File: config.mk
export PLATFORM = sky130hd
export DESIGN_NAME = vector_ram_arbiter_flat
export DESIGN_NICKNAME = d
export VERILOG_FILES = /design/src/rtl/vector_ram_arbiter_if.sv /design/src/rtl/vector_ram_arbiter.sv /design/src/flat_wrapper.sv
export SDC_FILE = /design/constraint.sdc
export NUM_CORES = 1
export LEC_CHECK = 0
export CORE_AREA = 10 10 47 49
export CTS_BUF_LIST = sky130_fd_sc_hd__clkbuf_4 sky130_fd_sc_hd__clkbuf_8 sky130_fd_sc_hd__clkbuf_16
export CTS_CLUSTER_SIZE = 12
export DETAILED_ROUTE_END_ITERATION = 10
export DIE_AREA = 0 0 57 59
export DONT_BUFFER_PORTS = 1
export PLACE_DENSITY = 0.69
export SLEW_MARGIN = 15
export SYNTH_ARGS = -nofsm -noshare
export SYNTH_HDL_FRONTEND = slang
export SYNTH_SLANG_ARGS = --single-unit
export TNS_END_PERCENT = 100
File: constraint.sdc
create_clock -name clk -period 2.2 [get_ports clk]
set_clock_uncertainty 0.1 [all_clocks]
set_input_delay 0.11 -clock clk [delete_from_list [all_inputs] [get_ports clk]]
set_output_delay 0.11 -clock clk [all_outputs]
set_load 0.03 [all_outputs]
File: src/rtl/vector_ram_arbiter_if.sv
// Bundle of CPU, vector-generator, BRAM and sequencing signals around the
// shared vector RAM. The arbiter takes the slave side; the environment
// (CPU, generator and BRAM) takes the master side.
interface vector_ram_arbiter_if #(
  parameter int ADDR_W = 12
) ();
  // CPU port
  logic              cpu_req;
  logic              cpu_we;
  logic [ADDR_W-1:0] cpu_addr;
  logic [7:0]        cpu_wdata;
  logic              cpu_gnt;
  logic [7:0]        cpu_rdata;
  logic              cpu_rvalid;
  // Vector-generator read port
  logic              vg_req;
  logic [ADDR_W-1:0] vg_addr;
  logic              vg_gnt;
  logic [7:0]        vg_rdata;
  logic              vg_rvalid;
  // Single BRAM port
  logic              bram_en;
  logic              bram_we;
  logic [ADDR_W-1:0] bram_addr;
  logic [7:0]        bram_wdata;
  logic [7:0]        bram_rdata;
  // Generator sequencing
  logic              vggo;
  logic              vgrst;
  logic              vg_done;
  logic              vg_run;
  logic              halt;

  modport slave (
    input  cpu_req, cpu_we, cpu_addr, cpu_wdata,
    output cpu_gnt, cpu_rdata, cpu_rvalid,
    input  vg_req, vg_addr,
    output vg_gnt, vg_rdata, vg_rvalid,
    output bram_en, bram_we, bram_addr, bram_wdata,
    input  bram_rdata,
    input  vggo, vgrst, vg_done,
    output vg_run, halt
  );

  modport master (
    output cpu_req, cpu_we, cpu_addr, cpu_wdata,
    input  cpu_gnt, cpu_rdata, cpu_rvalid,
    output vg_req, vg_addr,
    input  vg_gnt, vg_rdata, vg_rvalid,
    input  bram_en, bram_we, bram_addr, bram_wdata,
    output bram_rdata,
    output vggo, vgrst, vg_done,
    input  vg_run, halt
  );
endinterface

File: src/rtl/vector_ram_arbiter.sv
// Arbiter sharing one BRAM port between the CPU (read/write, default
// priority) and the vector generator (read-only, priority once starved for
// STARVE_LIMIT consecutive cycles). Also sequences the generator IDLE/RUN.
module vector_ram_arbiter #(
  parameter int ADDR_W       = 12,
  parameter int STARVE_LIMIT = 4
) (
  input logic                  clk,
  input logic                  rst_n,
  vector_ram_arbiter_if.slave  bus
);

  typedef enum logic {IDLE = 1'b0, RUN = 1'b1} state_t;

  localparam logic [2:0] LIMIT = 3'(STARVE_LIMIT);

  state_t      state_q, state_d;
  logic [2:0]  starve_q, starve_d;
  logic        cpu_rvalid_q, cpu_rvalid_d;
  logic        vg_rvalid_q, vg_rvalid_d;

  logic        run;
  logic        cpu_req_eff;
  logic        vg_req_eff;
  logic        vg_pri;
  logic        cpu_gnt;
  logic        vg_gnt;

  // Sequencer state register
  always_ff @(posedge clk) begin
    if (!rst_n) state_q <= IDLE;
    else        state_q <= state_d;
  end

  // Sequencer next state: vgrst dominates, vggo only heard while idle
  always_comb begin
    state_d = state_q;
    if (bus.vgrst)                          state_d = IDLE;
    else if (state_q == IDLE && bus.vggo)   state_d = RUN;
    else if (state_q == RUN && bus.vg_done) state_d = IDLE;
  end

  // Sequencer outputs
  always_comb begin
    run = (state_q == RUN);
  end

  assign bus.vg_run = run;
  assign bus.halt   = ~run;

  // Arbitration: requests are masked during reset; generator only counts while running
  always_comb begin
    cpu_req_eff = rst_n & bus.cpu_req;
    vg_req_eff  = rst_n & run & bus.vg_req;
    vg_pri      = (starve_q == LIMIT);
    vg_gnt      = vg_req_eff & (vg_pri | ~cpu_req_eff);
    cpu_gnt     = cpu_req_eff & ~vg_gnt;
  end

  // BRAM port mux: idle port is driven to zero, generator never writes
  always_comb begin
    bus.bram_en    = cpu_gnt | vg_gnt;
    bus.bram_we    = cpu_gnt & bus.cpu_we;
    bus.bram_addr  = '0;
    bus.bram_wdata = '0;
    if (cpu_gnt) begin
      bus.bram_addr  = bus.cpu_addr;
      bus.bram_wdata = bus.cpu_wdata;
    end else if (vg_gnt) begin
      bus.bram_addr  = bus.vg_addr;
    end
  end

  // Starvation counter and read-valid strobes for the next cycle
  always_comb begin
    starve_d     = starve_q;
    if (vg_gnt || bus.vgrst)                 starve_d = '0;
    else if (vg_req_eff && starve_q < LIMIT) starve_d = starve_q + 3'd1;
    cpu_rvalid_d = cpu_gnt & ~bus.cpu_we;
    vg_rvalid_d  = vg_gnt;
  end

  // Counter and read-valid registers
  always_ff @(posedge clk) begin
    if (!rst_n) begin
      starve_q     <= '0;
      cpu_rvalid_q <= 1'b0;
      vg_rvalid_q  <= 1'b0;
    end else begin
      starve_q     <= starve_d;
      cpu_rvalid_q <= cpu_rvalid_d;
      vg_rvalid_q  <= vg_rvalid_d;
    end
  end

  assign bus.cpu_gnt    = cpu_gnt;
  assign bus.vg_gnt     = vg_gnt;
  assign bus.cpu_rvalid = cpu_rvalid_q;
  assign bus.vg_rvalid  = vg_rvalid_q;
  assign bus.cpu_rdata  = bus.bram_rdata;
  assign bus.vg_rdata   = bus.bram_rdata;

endmodule
File: src/flat_wrapper.sv
// flat-port wrapper written by rule: the top's interface ports become plain ports
module vector_ram_arbiter_flat 
#(
  parameter int ADDR_W       = 12,
  parameter int STARVE_LIMIT = 4
)
  (clk, rst_n, bus_cpu_req, bus_cpu_we, bus_cpu_addr, bus_cpu_wdata, bus_cpu_gnt, bus_cpu_rdata, bus_cpu_rvalid, bus_vg_req, bus_vg_addr, bus_vg_gnt, bus_vg_rdata, bus_vg_rvalid, bus_bram_en, bus_bram_we, bus_bram_addr, bus_bram_wdata, bus_bram_rdata, bus_vggo, bus_vgrst, bus_vg_done, bus_vg_run, bus_halt);
  vector_ram_arbiter_if #(.ADDR_W(ADDR_W)) bus_i ();
  input logic clk;
  input logic rst_n;
  input wire logic [$bits(bus_i.cpu_req)-1:0] bus_cpu_req;
  input wire logic [$bits(bus_i.cpu_we)-1:0] bus_cpu_we;
  input wire logic [$bits(bus_i.cpu_addr)-1:0] bus_cpu_addr;
  input wire logic [$bits(bus_i.cpu_wdata)-1:0] bus_cpu_wdata;
  output wire logic [$bits(bus_i.cpu_gnt)-1:0] bus_cpu_gnt;
  output wire logic [$bits(bus_i.cpu_rdata)-1:0] bus_cpu_rdata;
  output wire logic [$bits(bus_i.cpu_rvalid)-1:0] bus_cpu_rvalid;
  input wire logic [$bits(bus_i.vg_req)-1:0] bus_vg_req;
  input wire logic [$bits(bus_i.vg_addr)-1:0] bus_vg_addr;
  output wire logic [$bits(bus_i.vg_gnt)-1:0] bus_vg_gnt;
  output wire logic [$bits(bus_i.vg_rdata)-1:0] bus_vg_rdata;
  output wire logic [$bits(bus_i.vg_rvalid)-1:0] bus_vg_rvalid;
  output wire logic [$bits(bus_i.bram_en)-1:0] bus_bram_en;
  output wire logic [$bits(bus_i.bram_we)-1:0] bus_bram_we;
  output wire logic [$bits(bus_i.bram_addr)-1:0] bus_bram_addr;
  output wire logic [$bits(bus_i.bram_wdata)-1:0] bus_bram_wdata;
  input wire logic [$bits(bus_i.bram_rdata)-1:0] bus_bram_rdata;
  input wire logic [$bits(bus_i.vggo)-1:0] bus_vggo;
  input wire logic [$bits(bus_i.vgrst)-1:0] bus_vgrst;
  input wire logic [$bits(bus_i.vg_done)-1:0] bus_vg_done;
  output wire logic [$bits(bus_i.vg_run)-1:0] bus_vg_run;
  output wire logic [$bits(bus_i.halt)-1:0] bus_halt;
  assign bus_i.cpu_req = bus_cpu_req;
  assign bus_i.cpu_we = bus_cpu_we;
  assign bus_i.cpu_addr = bus_cpu_addr;
  assign bus_i.cpu_wdata = bus_cpu_wdata;
  assign bus_cpu_gnt = bus_i.cpu_gnt;
  assign bus_cpu_rdata = bus_i.cpu_rdata;
  assign bus_cpu_rvalid = bus_i.cpu_rvalid;
  assign bus_i.vg_req = bus_vg_req;
  assign bus_i.vg_addr = bus_vg_addr;
  assign bus_vg_gnt = bus_i.vg_gnt;
  assign bus_vg_rdata = bus_i.vg_rdata;
  assign bus_vg_rvalid = bus_i.vg_rvalid;
  assign bus_bram_en = bus_i.bram_en;
  assign bus_bram_we = bus_i.bram_we;
  assign bus_bram_addr = bus_i.bram_addr;
  assign bus_bram_wdata = bus_i.bram_wdata;
  assign bus_i.bram_rdata = bus_bram_rdata;
  assign bus_i.vggo = bus_vggo;
  assign bus_i.vgrst = bus_vgrst;
  assign bus_i.vg_done = bus_vg_done;
  assign bus_vg_run = bus_i.vg_run;
  assign bus_halt = bus_i.halt;
  vector_ram_arbiter #(.ADDR_W(ADDR_W), .STARVE_LIMIT(STARVE_LIMIT)) u_core (.clk(clk), .rst_n(rst_n), .bus(bus_i));
endmodule
==> run metrics <==
Hold Fails Final Rpt 0; Top FF cell, synth dfxtp_1; ranking of synthesized cells by area buf_4 (21%), dfxtp_1 (20%), a22o_1 (18%); DP Wirelength 1.664 mm; worst vdd ir 0.1869 mV; FFs w/ async S/R, synth 0%; Final WS setup 303.1 ps; FMAX 527.2 MHz; Vias/cell 5.867; P per Cell Area 469.0 nW/µm²; number of I/O port buffers 0; largest net degree at the start of global routing 24; Post-layout nets 126; Tcrit/Tclk final 86.22%; required time of the critical path 1990 ps; worst slack, placed 533.1 ps; number of I/O pins 92; Top Usage Layer GRT met2; max-slew violations 0; drt first pass iters 4; Worst-Skew Late Latency 240 ps; crit path launch u_core.starve_q[0]; Hold Crit Start bus_vg_req; Initial Util 42.50%; post-synthesis register bit count 6; final setup fails 0; grt met3 use 11.80%; Routed Antenna Nets 0; cell row count 14; DR vias 528; antenna diode count 0; first-pass GRT wire length 2.822 mm; Power, Total 0.3128 mW; Leak 0.2945 nW; worst r2r path cells 5; Hold WC Path Type input pin to flop; area leader, netlist buf_4; initial antenna violation count 0; die area 3363 µm²; Clock Tree Buf Depth 2; GRT Total Usage 10.21%; Worst Path Arrival 1690 ps; Iter 0 DRT Violations 9; setup TNS 0 ps; via count of the first global-routing pass 617; Syn Nets 119; Yosys warnings 0; H-Tree Depth 1; post-synth top area share 21.43%; dpl cell area 584.3 µm²; CP max FO 23; clock sinks 6; max-cap viol count 0; GR Util met2 16.12%; Critical Path Sink Type primary output; core box area 1401 µm²; Slew Limit Headroom 72.90%; worst slew pin tran 405.7 ps; Post-Route Utilization 47.59%; register area share after synthesis 20.17%; status finished, final reports clean; Netlist cell types 22; area growth from synthesis to layout 11.97%; Layout Cell Area excl Fill 666.9 µm²; grt met1 use 6.747%; Syn Area/Cell 8.631 µm²; mapped cell area 595.6 µm²; Setup Fix Bufs, Post-CTS 0; grt total ovfl 0; Clock Tree Root clkbuf_4; DIE HEIGHT 59 µm; share of cells above drive strength 1 28.38%; Inserted Clock Buffers 3; CP Launch Type flop; GPL Wtd Cong 0.7659; Hold Path Depth 2; EDFF count, synth 0; Wirelength per Cell 20.90 µm; min Tclk post-route 1897 ps; FILL cells 138; CTS tree done; Die X-Extent 57 µm; RSZ-0062 raised after global routing no; final wirelength 1.881 mm; count leader, synth buf_4; Setup CP Type flop to primary output; Post-synth top cells buf_4 (17), a22o_1 (12), and2_1 (9); DRC viols 0; Clock Pin Slew Worst Setup and Hold Paths 40 ps; Syn Inst Count 69; reg2reg start u_core.starve_q[0]
-- cells by family (layout without fill, tap and decap cells) --
logic type / after synthesis / count (layout) / share of synthesized area, %
compound gates: 17 / 17 / 26.68
xor+xnor: 1 / 1 / 1.471
fa+ha+maj: 2 / 2 / 4.201
buf+inv: 22 / 27 / 26.05
flops: 6 / 6 / 20.17
mux: 1 / 1 / 1.681
simple gates: 20 / 20 / 19.75
-- cells in the final DEF, fill, tap and decap left out, drive strengths merged, types with 2 or more instances in the layout --
cell type and count:
nor3 3, a21oi 2, inv 3, dlygate4sd3 6, a41oi 2, ha 2
dfxtp 6, buf 15, and2 9, clkbuf 3, a22o 12, nand2 3
-- worst max-delay path, cell delays in order, from the launching register on --
cell     delay (ps)
dfxtp_1         330
inv_1            70
ha_1            220
a41oi_2         180
buf_4           290
and2_1          360
-- report_power, final --
group          leakage, nW  switching (mW)  internal (mW)
logic                0.232          0.0639         0.0355
registers           0.0487         0.00332          0.111
clock network       0.0138          0.0374         0.0616
total                0.294           0.105          0.208
-- metrics by stage --
stage / hold WS [ps] / instances
after floorplan: 81.61 / 69
after global placement: 82.25 / 81
after detailed placement: 84.35 / 81
after CTS: 31.52 / 90
after global routing: 48.51 / 90
final: 39.13 / 90
-- layout make-up --
cell class              instances  area [µm²]  area share (%)
multi-input cells              41       320.3           48.03
repair buffers                 21       172.7           25.89
flip-flops and latches          6       120.1           18.01
clock buffers                   3       22.52           3.377
well taps                      16       20.02           3.002
inverters                       3       11.26           1.689
-- what timing repair did --
action                    4_1_cts  5_1_grt
hold endpoints to repair        4        0
resized for setup               0        0
hold buffers                    6        0
-- registers in the layout (all words and copies together) (netlist names) --
signal                 cells
u_core.bus.vg_rvalid       1
u_core.bus.vg_run          1
u_core.starve_q            3
u_core.bus.cpu_rvalid      1
-- routing by layer --
| layer | wire length (µm) | up-vias |
|---|---|---|
| li1 | - | 241 |
| met1 | 494 | 221 |
| met2 | 915 | 59 |
| met3 | 438 | 7 |
| met4 | 33 | 0 |
| met5 | 0 | - |
-- worst paths after layout --
path,to,slack [ps]
worst min-delay path,u_core.starve_q[2],40
worst max-delay path,bus_bram_wdata[7],300
worst min register to register,u_core.starve_q[1],470
worst max register to register,u_core.bus.vg_rvalid,630
Note: power is estimated with default switching activity, not from simulation.
